File: src/rtl/bounce_shifter_if.sv
// Signal bundle for the bounce_shifter LED sweep engine.
//
// Carries the control inputs (en, mode, div, load, load_val) and the
// registered status outputs (Q, dir, step, bounce). clk and reset are
// kept as plain module ports.
//   master : drives the controls and observes the status (board logic / bench)
//   slave  : the sweep engine itself
interface bounce_shifter_if #(
    parameter int WIDTH = 8,
    parameter int DIV_W = 4
);
    logic             en;
    logic [1:0]       mode;
    logic [DIV_W-1:0] div;
    logic             load;
    logic [WIDTH-1:0] load_val;
    logic [WIDTH-1:0] Q;
    logic             dir;
    logic             step;
    logic             bounce;

    modport master (
        output en, mode, div, load, load_val,
        input  Q, dir, step, bounce
    );

    modport slave (
        input  en, mode, div, load, load_val,
        output Q, dir, step, bounce
    );
endinterface

File: src/rtl/bounce_shifter.sv
// bounce_shifter: parametrised LED sweep engine.
//
// A WIDTH-bit pattern walks between the two ends of Q and reverses at each
// end (ping-pong), or rotates left/right, or holds. A prescaler advances the
// pattern once every div+1 enabled cycles. All outputs are registered.
//
// Ports:
//   clk    : system clock, all state updates on the rising edge
//   reset  : synchronous, active-high reset
//   bus    : bounce_shifter_if.slave
//            en       step enable (0 freezes prescaler and pattern)
//            mode     00 bounce, 01 rotate left, 10 rotate right, 11 hold
//            div      step every div+1 enabled cycles
//            load     load load_val into Q this cycle (clears prescaler)
//            Q        current pattern
//            dir      0 = moving toward MSB, 1 = moving toward LSB
//            step     pulse in the cycle Q shows a newly advanced value
//            bounce   pulse in the cycle after a direction reversal
module bounce_shifter #(
    parameter int WIDTH = 8,
    parameter int DIV_W = 4
) (
    input  logic               clk,
    input  logic               reset,
    bounce_shifter_if.slave    bus
);

    localparam logic [1:0] MODE_BOUNCE = 2'b00;
    localparam logic [1:0] MODE_ROTL   = 2'b01;
    localparam logic [1:0] MODE_ROTR   = 2'b10;
    localparam logic [1:0] MODE_HOLD   = 2'b11;

    logic [WIDTH-1:0] q_q,      q_d;
    logic             dir_q,    dir_d;
    logic [DIV_W-1:0] cnt_q,    cnt_d;
    logic             step_q,   step_d;
    logic             bounce_q, bounce_d;

    // End of the bank the pattern is heading toward, and the end it is
    // leaving. Both set (e.g. 1000_0001) means a shift either way would drop
    // a lit bit, so only the direction flips.
    logic lead_end;
    logic trail_end;

    always_comb begin
        q_d       = q_q;
        dir_d     = dir_q;
        cnt_d     = cnt_q;
        step_d    = 1'b0;
        bounce_d  = 1'b0;
        lead_end  = dir_q ? q_q[0] : q_q[WIDTH-1];
        trail_end = dir_q ? q_q[WIDTH-1] : q_q[0];

        if (bus.load) begin
            q_d   = bus.load_val;
            cnt_d = '0;
        end else if (bus.en && (bus.mode != MODE_HOLD)) begin
            // Compare against the live div so lowering it mid-count steps at once.
            if (cnt_q >= bus.div) begin
                cnt_d  = '0;
                step_d = 1'b1;
                case (bus.mode)
                    MODE_BOUNCE: begin
                        // An all-zero pattern has no ends to bounce off.
                        if (q_q != '0) begin
                            if (!lead_end) begin
                                q_d = dir_q ? (q_q >> 1) : (q_q << 1);
                            end else begin
                                dir_d    = ~dir_q;
                                bounce_d = 1'b1;
                                if (!trail_end) begin
                                    q_d = dir_q ? (q_q << 1) : (q_q >> 1);
                                end
                            end
                        end
                    end
                    MODE_ROTL: begin
                        q_d   = {q_q[WIDTH-2:0], q_q[WIDTH-1]};
                        dir_d = 1'b0;
                    end
                    MODE_ROTR: begin
                        q_d   = {q_q[0], q_q[WIDTH-1:1]};
                        dir_d = 1'b1;
                    end
                    default: begin
                        q_d = q_q;
                    end
                endcase
            end else begin
                cnt_d = cnt_q + 1'b1;
            end
        end
    end

    always_ff @(posedge clk) begin
        if (reset) begin
            q_q      <= WIDTH'(1);
            dir_q    <= 1'b0;
            cnt_q    <= '0;
            step_q   <= 1'b0;
            bounce_q <= 1'b0;
        end else begin
            q_q      <= q_d;
            dir_q    <= dir_d;
            cnt_q    <= cnt_d;
            step_q   <= step_d;
            bounce_q <= bounce_d;
        end
    end

    assign bus.Q      = q_q;
    assign bus.dir    = dir_q;
    assign bus.step   = step_q;
    assign bus.bounce = bounce_q;

endmodule

File: src/flat_wrapper.sv
// flat-port wrapper written by rule: the top's interface ports become plain ports
module bounce_shifter_flat 
#(
    parameter int WIDTH = 8,
    parameter int DIV_W = 4
)
  (clk, reset, bus_en, bus_mode, bus_div, bus_load, bus_load_val, bus_Q, bus_dir, bus_step, bus_bounce);
  bounce_shifter_if #(.WIDTH(WIDTH), .DIV_W(DIV_W)) bus_i ();
  input  logic clk;
  input  logic reset;
  input wire logic [$bits(bus_i.en)-1:0] bus_en;
  input wire logic [$bits(bus_i.mode)-1:0] bus_mode;
  input wire logic [$bits(bus_i.div)-1:0] bus_div;
  input wire logic [$bits(bus_i.load)-1:0] bus_load;
  input wire logic [$bits(bus_i.load_val)-1:0] bus_load_val;
  output wire logic [$bits(bus_i.Q)-1:0] bus_Q;
  output wire logic [$bits(bus_i.dir)-1:0] bus_dir;
  output wire logic [$bits(bus_i.step)-1:0] bus_step;
  output wire logic [$bits(bus_i.bounce)-1:0] bus_bounce;
  assign bus_i.en = bus_en;
  assign bus_i.mode = bus_mode;
  assign bus_i.div = bus_div;
  assign bus_i.load = bus_load;
  assign bus_i.load_val = bus_load_val;
  assign bus_Q = bus_i.Q;
  assign bus_dir = bus_i.dir;
  assign bus_step = bus_i.step;
  assign bus_bounce = bus_i.bounce;
  bounce_shifter #(.WIDTH(WIDTH), .DIV_W(DIV_W)) u_core (.clk(clk), .reset(reset), .bus(bus_i));
endmodule
File: config.mk
export PLATFORM = sky130hd
export DESIGN_NAME = bounce_shifter_flat
export DESIGN_NICKNAME = d
export VERILOG_FILES = /design/src/rtl/bounce_shifter_if.sv /design/src/rtl/bounce_shifter.sv /design/src/flat_wrapper.sv
export SDC_FILE = /design/constraint.sdc
export NUM_CORES = 1
export LEC_CHECK = 0
export BUFFER_PORTS_ARGS = -buffer_cell sky130_fd_sc_hd__clkbuf_2
export CAP_MARGIN = 20
export CORE_MARGIN = 2
export CORE_UTILIZATION = 40
export CTS_BUF_LIST = sky130_fd_sc_hd__clkbuf_4
export CTS_CLUSTER_SIZE = 24
export DETAILED_ROUTE_END_ITERATION = 6
export GPL_ROUTABILITY_DRIVEN = 0
export PLACE_DENSITY = 0.7
export SLEW_MARGIN = 20
export SYNTH_ARGS = -nofsm -noshare
export SYNTH_HDL_FRONTEND = slang
export SYNTH_SLANG_ARGS = --single-unit
File: constraint.sdc
create_clock -name clk -period 3.1 [get_ports clk]
set_clock_uncertainty 0.05 [all_clocks]
set_input_delay 0.155 -clock clk [delete_from_list [all_inputs] [get_ports clk]]
set_output_delay 0.155 -clock clk [all_outputs]
set_load 0.01 [all_outputs]
==> results by group <==
Die
  • Placeable Area: 0.00269 mm^2
  • Die area: 0.00320 mm^2
  • I/O Pins: 29
  • Die Wd: 56.6 um
  • Rows: 19
  • Initial Util: 0.412
  • Die Span Y: 56.6 um

Layout
  • Nets: 177
  • Area Growth Syn to Fin: 15.0%
  • # diodes: 0
  • Layout cells sized above 1: 0.289
  • Final Non-Filler Cells: 180

Timing
  • Min Clock Period, post-route: 1970 ps
  • Period utilization: 0.636
  • Worst-Margin Slew: 444 ps
  • Setup TNS: 0 ps
  • RSZ-0062 raised after global routing: no
  • Endpoints failing setup: 0
  • Fmax: 507 MHz
  • Final Slew Violations: 0
  • Final Hold Viols: 0
  • Slew headroom: 0.703

Setup path
  • CP top delay family: compound AO/OA/AOI/OAI gates
  • Critical path's largest stage delay: 400 ps
  • Crit path kind: reg -> reg
  • CP max stage cell: dfxtp_1
  • Startpoint Class: flip-flop
  • Worst-path fanout max: 11
  • Endpoint class of the critical path: flip-flop
  • Critical path required time: 3240 ps
  • Critical path arrival: 2110 ps
  • CP cell instances: inv_1 > ha_1 > nor2_1 > a21oi_1 > o31ai_1 > buf_4 > o21a_4 > mux2_4
  • Worst Path Buf+Inv: 2

Routing
  • Final WL: 2520 um
  • 1st-pass router iterations: 4
  • DR vias: 1,055
  • Starting DRC count in detailed routing: 25
  • Vias per cell: 5.86
  • Routed Antenna Nets: 0
  • Routed wire per std cell: 14.0 um
  • DRC: 0

Placement
  • Placed wire-length estimate: 1960 um
  • Placed Cells: 176
  • Port buffer count: 28

Clock tree
  • Total CTS buffers: 3
  • Resize count post-CTS: 0
  • Clock Latency Late Sink: 290 ps
  • Clock root buffer master: clkbuf_4
  • Cts hold-fix bufs: 0
  • Buffer depth of the longest clock path: 2
  • Clock-pin transition on the worst setup and hold timing paths: 90 ps
  • CTS tree: built
  • CTS H-tree lvls: 1
  • TritonCTS Sinks: 15
  • Number of setup buffers added after CTS: 0

GRT
  • Number of global-route vias before repair: 955
  • First-pass GRT wire length: 4050 um
  • Antenna violations before repair: 0
  • GR Overflow Total: 0
  • GRT Overall Usage: 0.160
  • Largest net degree at the start of global routing: 16

Synthesis
  • Commonest cells in the netlist: dfxtp_1, o21ai_0, ha_1, inv_1, nor2_1
  • Asr flop ratio synth: 0
  • Most frequent cell after synthesis: dfxtp_1
  • Yosys cell types: 44
  • Post-synth EDFFs: 0
  • Avg Cell Area, Syn: 9.07 um^2
  • Top_reg_cell synth: dfxtp_1
  • Synthesized cell area: 0.00111 mm^2
  • YS warnings: 0
  • Ranking of synthesized cells by area: dfxtp_1, ha_1, o21ai_0, mux2i_1, buf_6
  • Area leader, netlist: dfxtp_1
  • Syn Nets: 149
  • Post-synthesis sequential area ratio: 0.271
  • Syn Inst Count: 122
  • #FFs+latches synth: 15
  • Synth top area share: 0.271

Status
  • Status: finished, final reports clean

Pwr
  • Static leakage: 0.567 nW
  • PD cells: 364 mW/mm^2
  • VDD IR max: 0.282 mV

Job
  • MaxCap Viol Count: 0

Hold path
  • Worst hold path class: in -> reg
[cell type report]
type	count	area, um^2
tap	31	38.8
multi-input combinational	92	722
clock buffer	4	30.0
sequential	15	300
inverter	9	33.8
timing repair buffer	29	148
fill	277	1410
[cells in the final DEF (no fill, tap or decap), drive strengths merged, types with 2 or more instances in the layout]
cell type / count
clkbuf: 32
dfxtp: 15
o21ai: 11
ha: 9
inv: 8
nor2: 8
nand2: 6
mux2i: 6
a21oi: 6
a22oi: 4
or3: 4
a31oi: 4
nor2b: 4
o21a: 3
o31ai: 2
a22o: 2
o211ai: 2
nand3: 2
xor2: 2
a311oi: 2
[power breakdown]
group,internal [mW],switching (mW)
Clock,0.0589,0.0667
Sequential,0.202,0.0179
Combinational,0.0545,0.0637
[registers in the layout, summed over array words and instances (netlist names)]
register / cells
u_core.bus.step: 1
u_core.bus.dir: 1
u_core.cnt_q: 4
u_core.bus.bounce: 1
u_core.bus.Q: 8
[routing by layer]
| metal | global-route usage | vias to the layer above | part of all wire |
|---|---|---|---|
| li1 | - | 506 | - |
| met1 | 0.191 | 497 | 0.43 |
| met2 | 0.271 | 47 | 0.49 |
| met3 | 0.0553 | 5 | 0.071 |
| met4 | 0.0442 | 0 | 0.012 |
| met5 | 0 | - | 0 |
[through the flow]
stage / utilization / power (mW) / instance area [um^2] / worst slack [ps] / hold slack (ps)
6_report: 0.474 / 0.464 / 1270 / 1130 / 64.2
3_5_place_dp: 0.463 / 0.342 / 1240 / 1090 / 376
2_1_floorplan: - / 0.307 / 1110 / 1260 / 177
5_1_grt: 0.474 / 0.489 / 1270 / 1030 / 43.9
3_3_place_gp: 0.463 / 0.337 / 1240 / 1180 / 384
4_1_cts: 0.474 / 0.466 / 1270 / 1120 / 60.1
[worst reg2reg max path: cells and delay by family (launching register included)]
kind            cells  cell delay [ps]
compound gates      3              490
fa+ha+maj           1              260
buf+inv             2              280
flops               1              400
mux                 1              300
simple gates        1               90
[cells by family (layout without fill, tap and decap cells)]
family | after synthesis | after routing | synth area share
AOI/OAI and AO/OA | 42 | 42 | 0.290
xor gates and xnor gates | 3 | 3 | 0.0238
adders and majority gates | 9 | 9 | 0.102
buffers and inverters | 15 | 42 | 0.0758
DFF | 15 | 15 | 0.271
muxes | 7 | 7 | 0.0792
and+or+nand+nor | 31 | 31 | 0.158
[worst paths after layout]
| check | start | endpoint | slack (ps) | cells after the start |
|---|---|---|---|---|
| max reg2reg | u_core.cnt_q[0] | u_core.bus.Q[6] | 1130 | 8 |
| max | u_core.cnt_q[0] | u_core.bus.Q[6] | 1130 | 8 |
| min | reset | u_core.bus.dir | 60 | 2 |
| min reg2reg | u_core.cnt_q[3] | u_core.cnt_q[3] | 490 | 2 |
Power figures use the tool's default switching activity.
